<file path="src/rtl/uart_tx_serializer_if.sv">
// FIFO-side handshake of the transmit serializer: registered output byte,
// empty flag and the active-low one-cycle read strobe.
interface uart_tx_serializer_if;
    logic [7:0] fifo_data_i;
    logic       fifo_empty_i;
    logic       fifo_n_re_o;

    modport master (
        input  fifo_data_i,
        input  fifo_empty_i,
        output fifo_n_re_o
    );

    modport slave (
        output fifo_data_i,
        output fifo_empty_i,
        input  fifo_n_re_o
    );
endinterface

</file>
<file path="src/rtl/uart_tx_serializer.sv">
// Transmit serializer: pops bytes from the TX FIFO and shifts each out as an
// asynchronous frame (start, 8 data LSB first, optional parity, 1 or 2 stop).
module uart_tx_serializer #(
    parameter logic [15:0] CLKS_PER_BIT = 16'd434
) (
    input  logic                        clk,
    input  logic                        rst,
    input  logic                        enable_i,
    input  logic                        parity_en_i,
    input  logic                        parity_odd_i,
    input  logic                        stop2_i,
    uart_tx_serializer_if.master        fifo,
    output logic                        tx_o,
    output logic                        busy_o,
    output logic                        frame_done_o
);

    localparam int DATA_W = 8;

    localparam logic [2:0] IDLE   = 3'd0;
    localparam logic [2:0] FETCH  = 3'd1;
    localparam logic [2:0] LOAD   = 3'd2;
    localparam logic [2:0] START  = 3'd3;
    localparam logic [2:0] DATA   = 3'd4;
    localparam logic [2:0] PARITY = 3'd5;
    localparam logic [2:0] STOP   = 3'd6;

    logic [2:0]        state, state_n;
    logic [15:0]       baud_cnt, baud_cnt_n;
    logic [2:0]        bit_idx, bit_idx_n;
    logic              stop_cnt, stop_cnt_n;
    logic [DATA_W-1:0] shreg, shreg_n;
    logic              par_bit, par_bit_n;
    logic              par_en_q, par_en_n;
    logic              stop2_q, stop2_n;
    logic              tx_q, tx_n;
    logic              baud_last;
    logic              frame_last;
    logic              start_ok;

    function automatic logic frame_parity(input logic [DATA_W-1:0] data, input logic odd);
        return (^data) ^ odd;
    endfunction

    assign baud_last  = (baud_cnt == CLKS_PER_BIT - 16'd1);
    assign frame_last = (state == STOP) && baud_last && (!stop2_q || stop_cnt);
    assign start_ok   = enable_i && !fifo.fifo_empty_i;

    always_comb begin
        state_n    = state;
        baud_cnt_n = 16'd0;
        bit_idx_n  = bit_idx;
        stop_cnt_n = stop_cnt;
        shreg_n    = shreg;
        par_bit_n  = par_bit;
        par_en_n   = par_en_q;
        stop2_n    = stop2_q;
        case (state)
            IDLE: begin
                if (start_ok) state_n = FETCH;
            end
            FETCH: begin
                state_n = LOAD;
            end
            LOAD: begin
                shreg_n    = fifo.fifo_data_i;
                par_bit_n  = frame_parity(fifo.fifo_data_i, parity_odd_i);
                par_en_n   = parity_en_i;
                stop2_n    = stop2_i;
                bit_idx_n  = 3'd0;
                stop_cnt_n = 1'b0;
                state_n    = START;
            end
            START: begin
                if (baud_last) state_n = DATA;
                else           baud_cnt_n = baud_cnt + 16'd1;
            end
            DATA: begin
                if (baud_last) begin
                    shreg_n   = shreg >> 1;
                    bit_idx_n = bit_idx + 3'd1;
                    if (bit_idx == 3'd7) state_n = par_en_q ? PARITY : STOP;
                end else begin
                    baud_cnt_n = baud_cnt + 16'd1;
                end
            end
            PARITY: begin
                if (baud_last) state_n = STOP;
                else           baud_cnt_n = baud_cnt + 16'd1;
            end
            STOP: begin
                if (baud_last) begin
                    // second stop bit reuses the STOP state with a fresh bit period
                    if (stop2_q && !stop_cnt) stop_cnt_n = 1'b1;
                    else                      state_n = start_ok ? FETCH : IDLE;
                end else begin
                    baud_cnt_n = baud_cnt + 16'd1;
                end
            end
            default: begin
                state_n = IDLE;
            end
        endcase
    end

    // line level is registered from the next state so it changes with the state
    always_comb begin
        tx_n = 1'b1;
        case (state_n)
            START:   tx_n = 1'b0;
            DATA:    tx_n = shreg_n[0];
            PARITY:  tx_n = par_bit_n;
            default: tx_n = 1'b1;
        endcase
    end

    always_ff @(posedge clk) begin
        if (rst) begin
            state    <= IDLE;
            baud_cnt <= 16'd0;
            bit_idx  <= 3'd0;
            stop_cnt <= 1'b0;
            tx_q     <= 1'b1;
        end else begin
            state    <= state_n;
            baud_cnt <= baud_cnt_n;
            bit_idx  <= bit_idx_n;
            stop_cnt <= stop_cnt_n;
            tx_q     <= tx_n;
        end
    end

    always_ff @(posedge clk) begin
        shreg    <= shreg_n;
        par_bit  <= par_bit_n;
        par_en_q <= par_en_n;
        stop2_q  <= stop2_n;
    end

    assign fifo.fifo_n_re_o = (state != FETCH);
    assign busy_o           = (state != IDLE);
    assign frame_done_o     = frame_last;
    assign tx_o             = tx_q;

endmodule

</file>
<file path="src/flat_wrapper.sv">
// flat-port wrapper written by rule: the top's interface ports become plain ports
module uart_tx_serializer_flat 
#(
    parameter logic [15:0] CLKS_PER_BIT = 16'd434
)
  (clk, rst, enable_i, parity_en_i, parity_odd_i, stop2_i, tx_o, busy_o, frame_done_o, fifo_fifo_data_i, fifo_fifo_empty_i, fifo_fifo_n_re_o);
  uart_tx_serializer_if fifo_i ();
  input  logic clk;
  input  logic rst;
  input  logic enable_i;
  input  logic parity_en_i;
  input  logic parity_odd_i;
  input  logic stop2_i;
  output logic tx_o;
  output logic busy_o;
  output logic frame_done_o;
  input wire logic [$bits(fifo_i.fifo_data_i)-1:0] fifo_fifo_data_i;
  input wire logic [$bits(fifo_i.fifo_empty_i)-1:0] fifo_fifo_empty_i;
  output wire logic [$bits(fifo_i.fifo_n_re_o)-1:0] fifo_fifo_n_re_o;
  assign fifo_i.fifo_data_i = fifo_fifo_data_i;
  assign fifo_i.fifo_empty_i = fifo_fifo_empty_i;
  assign fifo_fifo_n_re_o = fifo_i.fifo_n_re_o;
  uart_tx_serializer #(.CLKS_PER_BIT(CLKS_PER_BIT)) u_core (.clk(clk), .rst(rst), .enable_i(enable_i), .parity_en_i(parity_en_i), .parity_odd_i(parity_odd_i), .stop2_i(stop2_i), .fifo(fifo_i), .tx_o(tx_o), .busy_o(busy_o), .frame_done_o(frame_done_o));
endmodule
</file>
<file path="config.mk">
export PLATFORM = sky130hd
export DESIGN_NAME = uart_tx_serializer_flat
export DESIGN_NICKNAME = d
export VERILOG_FILES = /design/src/rtl/uart_tx_serializer_if.sv /design/src/rtl/uart_tx_serializer.sv /design/src/flat_wrapper.sv
export SDC_FILE = /design/constraint.sdc
export NUM_CORES = 1
export LEC_CHECK = 0
export CAP_MARGIN = 25
export CORE_MARGIN = 3
export CORE_UTILIZATION = 59
export CTS_CLUSTER_SIZE = 25
export DETAILED_ROUTE_END_ITERATION = 10
export PLACE_DENSITY = 0.91
export SETUP_SLACK_MARGIN = 0.3
export SLEW_MARGIN = 5
export SYNTH_ARGS = -nofsm -noshare
export SYNTH_HDL_FRONTEND = slang
export SYNTH_SLANG_ARGS = --single-unit
</file>
<file path="constraint.sdc">
create_clock -name clk -period 3.59 [get_ports clk]
set_input_delay 0.5385 -clock clk [delete_from_list [all_inputs] [get_ports clk]]
set_output_delay 0.5385 -clock clk [all_outputs]
set_load 0.03 [all_outputs]
</file>
# After elaboration in Yosys (flattened, before gate mapping)
# Cells that the tools add are included.
[word_totals] regBits=35 output_inout_bits=4 wordCells=65
[classes] n_addsub=2 n_eq_ne=15 n_mux=19 bitwise=2 reduce_logical=17
[ops] operator="2-to-1 mux 3 bit" count=8
[ops] operator="one-hot mux 3 bit (7 select lines)" count=1
[ops] operator="equality test 3 bit (second input constant)" count=6
[ops] operator="adder 16 x 1 -> 16 bit (second input constant)" count=1
[ops] operator="equality test 16 x 9 -> 1 bit (second input constant)" count=1
[ops] operator="one-hot mux 8 bit (2 select lines)" count=1
[ops] operator="equality test 3 x 2 -> 1 bit (second input constant)" count=3
[ops] operator="2-to-1 mux 8 bit" count=1
[ops] operator="parity 8 bit" count=1
[ops] operator="one-hot mux 3 bit (2 select lines)" count=1
[ops] operator="logical AND 1 bit" count=4
[ops] operator="2-to-1 mux 1 bit" count=4
[ops] operator="!= test 2 x 1 -> 1 bit (second input constant)" count=2
[ops] operator="nonzero test 2 bit" count=2
[ops] operator="OR reduction 4 bit" count=1
[ops] operator="adder 3 x 1 -> 3 bit (second input constant)" count=1
[ops] operator="equality test 3 x 1 -> 1 bit (second input constant)" count=1
[ops] operator="logical NOT 1 bit" count=3
[ops] operator="logical NOT 3 bit" count=1
[ops] operator="!= test 3 x 1 -> 1 bit (second input constant)" count=1
[ops] operator="one-hot mux 1 bit (3 select lines)" count=1
[ops] operator="AND reduction 3 bit" count=1
[ops] operator="nonzero test 3 bit" count=1
[ops] operator="OR reduction 3 bit" count=1
[ops] operator="7 further kinds" count=7

# Longest topological paths before layout
[logic_depth] ltp_word=8 ltp_mapped=9 depth_no_buf=8

# Worst setup path after synthesis
# Ideal clock, no wire load.
[synth_timing] path_type="register to output" startpoint="register u_core.baud_cnt[0]" endpoint="output port frame_done_o" arrival_time_ns=1.819 t_required_ns=3.052 slack_ns=1.233 stages_incl_launch_ff=7 path_buffers=1 path_cell_list="dfxtp_1 ha_1 or3b_2 nor4_4 buf_6 and3_2 and3_1"
[synth_between] elab_chain_cells=3
[synth_rtl] item="start, declared" line_no="uart_tx_serializer.sv:29" source="logic [15:0] baud_cnt, baud_cnt_n;"
[synth_rtl] item="start signal, assigned" line_no="uart_tx_serializer.sv:126" source="baud_cnt <= baud_cnt_n;"
[synth_rtl] item="equality test 16 x 9 -> 1 bit" line_no="uart_tx_serializer.sv:45" source="assign baud_last = (baud_cnt == CLKS_PER_BIT - 16'd1);"
[synth_rtl] item="logical AND 1 bit (2 in series)" line_no="uart_tx_serializer.sv:46" source="assign frame_last = (state == STOP) && baud_last && (!stop2_q || stop_cnt);"
[synth_rtl] item="end, declared" line_no="flat_wrapper.sv:16" source="output logic frame_done_o;"
# No other way between the ends.

# Worst setup path after layout
# Same ends and word-level chain as after synthesis.

==> impl_metrics.json <==
{
  "hold_depth": 2,
  "cts_resized": 1,
  "h-tree-depth": 2,
  "grt_pass1_wl_um": 5640,
  "cts_tree": "built",
  "portBuffers": 18,
  "grt_pass1_vias": 1277,
  "clk_latency_ps": 340,
  "mostFrequentLayoutCells": "dfxtp_1 (26), nor2_1 (24), clkdlybuf4s50_1 (17), nand2_1 (15), xor2_1 (12)",
  "synthDistinctLibCells": 43,
  "io_pins": 19,
  "start_util": 0.624,
  "p_per_area_mw_per_mm2": 371,
  "finalSetupTns_ps": 0,
  "cp_max_fo": 12,
  "post-route-drc-count": 0,
  "start_kind": "flip-flop",
  "post_cts_buffers": 0,
  "use_met3": 0.0713,
  "rr_worst_depth": 8,
  "globalRouteTotalUtil": 0.213,
  "viasPerCell": 5.87,
  "fin_crit_sh": 0.838,
  "drtIter0Drc": 104,
  "detail-route-antenna-nets": 0,
  "cts-buffers-inserted": 5,
  "grt_use_met1": 0.253,
  "max_freq_ghz": 0.332,
  "arrival_ps": 2470,
  "syn_nets": 196,
  "drt_pre_antenna_iters": 4,
  "layout.nets": 214,
  "antenna_found_initial": 0,
  "dieArea_sq_mm": 0.00363,
  "seq_area_frac_synth": 0.455,
  "num_rows": 19,
  "path_class": "flip-flop to output pin",
  "vias": 1332,
  "synth_enable_flop_cells": 9,
  "r2r_end": "u_core.tx_o",
  "min_from": "u_core.bit_idx[1]",
  "wl_um": 3420,
  "leakage_nw": 0.717,
  "crit_path_end_kind": "output pin",
  "layout_min_cycle_time_ps": 3010,
  "post-dp-hpwl_um": 2520,
  "grt-busiest-layer": "met2",
  "syn_area_sq_mm": 0.00174,
  "hold_path_end": "u_core.bit_idx[1]",
  "drive_above_1_share": 0.0969,
  "synth_flop_cell": "dfxtp_1",
  "ys_async_sr_fraction": 0,
  "hold_viol": 0,
  "clockRootBuffer": "clkbuf_4",
  "synth_warnings": 0,
  "path_clk_slew_ps": 100,
  "maxSlewHeadroom": 0.700,
  "postCtsHoldBufs": 0,
  "place_congestion": 0.831,
  "area_growth_pct": 12.6,
  "maxCapViolations": 0,
  "diodes": 0,
  "ys_seq_elements": 35,
  "grt_overflow": 0,
  "reg2reg_from": "u_core.baud_cnt[0]",
  "cts_buffer_depth": 2,
  "met2_usage": 0.340,
  "fin_skew_ps": 6.40,
  "crit_required_ps": 3050,
  "syn_inst": 177,
  "core-area_sq_mm": 0.00278,
  "ir_drop_uv": 391,
  "clock_sinks": 35,
  "rsz0062_at_grt": "false",
  "status": "complete, no violations",
  "die_height_um": 60.3,
  "die_x_um": 60.3,
  "finalSetupViolations": 0,
  "holdWs_ps": 490,
  "rrSetupSlack_ps": 1080,
  "worstMarginPinSlew_ps": 450,
  "grt_max_degree": 17,
  "syn_area_per_cell_sq_um": 9.81,
  "holdCritPathClass": "flip-flop to flip-flop",
  "slew_viol_final": 0,
  "wl_per_cell_um": 15.0,
  "final_common_cell": "dfxtp_1"
}
-- Yosys cell counts, types with 2 or more instances --
| cell type | instances | area share |
|---|---|---|
| o21ai_0 | 2 | 0.0058 |
| or3b_2 | 3 | 0.015 |
| edfxtp_1 | 9 | 0.16 |
| nor2_1 | 24 | 0.052 |
| ha_1 | 4 | 0.029 |
| a22o_1 | 6 | 0.030 |
| xor2_1 | 12 | 0.061 |
| and3_2 | 2 | 0.0086 |
| inv_1 | 4 | 0.0086 |
| nor3_1 | 4 | 0.012 |
| nor2b_1 | 3 | 0.011 |
| buf_2 | 3 | 0.0086 |
| nand2b_1 | 3 | 0.011 |
| a31oi_1 | 2 | 0.0072 |
| clkbuf_1 | 2 | 0.0043 |
| and2_1 | 3 | 0.011 |
| a221o_1 | 2 | 0.012 |
| dfxtp_1 | 26 | 0.30 |
| nand4_1 | 3 | 0.011 |
| mux2_2 | 2 | 0.013 |
| a21oi_1 | 4 | 0.012 |
| nand2_1 | 15 | 0.032 |
| buf_6 | 3 | 0.019 |
| nand3_1 | 9 | 0.026 |
| xnor2_1 | 9 | 0.045 |
-- worst max-delay path by stage --
| stage | slack, ps | cells past startpoint | endpoint | startpoint |
|---|---|---|---|---|
| floorplan | 1230 | 6 | frame_done_o | u_core.baud_cnt[0] |
| global placement | 740 | 7 | frame_done_o | u_core.baud_cnt[0] |
| detailed placement | 690 | 7 | frame_done_o | u_core.baud_cnt[0] |
| CTS | 570 | 7 | frame_done_o | u_core.baud_cnt[0] |
| global route | 460 | 7 | frame_done_o | u_core.baud_cnt[0] |
| finish | 580 | 7 | frame_done_o | u_core.baud_cnt[0] |
-- logic make-up after synthesis --
logic type | count (synthesis) | synth area share
AOI/OAI and AO/OA | 22 | 0.0980
DFF | 35 | 0.455
buffers and inverters | 13 | 0.0432
xor gates and xnor gates | 22 | 0.119
and+or+nand+nor | 79 | 0.243
muxes | 2 | 0.0130
adders and majority gates | 4 | 0.0288
-- layer usage --
layer	vias to the layer above	wire (um)
met1	637	1500
li1	657	-
met2	29	1690
met4	0	77
met3	9	139
met5	-	0
-- worst max-delay path, stage by stage, from the launching register on --
cell and delay [ps]:
dfxtp_1 410, ha_1 170, or3b_2 470, nor4_4 140, buf_4 210, and3_2 200, and3_1 140, dlygate4sd2_1 390
-- flip-flops by register name, summed over array words and instances (netlist names) --
name             count
u_core.baud_cnt     16
u_core.bit_idx       3
u_core.par_bit       1
u_core.par_en_q      1
u_core.shreg         8
u_core.state         3
u_core.stop2_q       1
u_core.stop_cnt      1
u_core.tx_o          1
-- stage by stage --
step	utilization	cells	total power [mW]	setup slack [ps]	area [sq um]
floorplan	-	177	0.494	1230	1740
global placement	0.686	219	0.525	743	1910
detailed placement	0.686	219	0.529	691	1910
CTS	0.703	227	0.730	573	1960
global route	0.703	227	0.753	465	1960
finish	0.703	227	0.725	580	1960
-- power breakdown --
| part | switching (mW) | total (mW) | internal (mW) | leakage [nW] |
|---|---|---|---|---|
| combinational | 0.0417 | 0.0887 | 0.0470 | 0.391 |
| clock | 0.128 | 0.204 | 0.0762 | 0.0293 |
| sequential | 0.0104 | 0.432 | 0.421 | 0.297 |
-- final cells by class --
cell class / count / area [sq um]
Multi-Input combinational cell: 129 / 871
Tap cell: 31 / 38.8
Clock inverter: 1 / 5.00
Inverter: 5 / 18.8
Sequential cell: 35 / 791
Timing Repair Buffer: 19 / 186
Clock buffer: 7 / 45.0
Fill cell: 198 / 826
No activity file was read; power rests on OpenSTA's default activity.
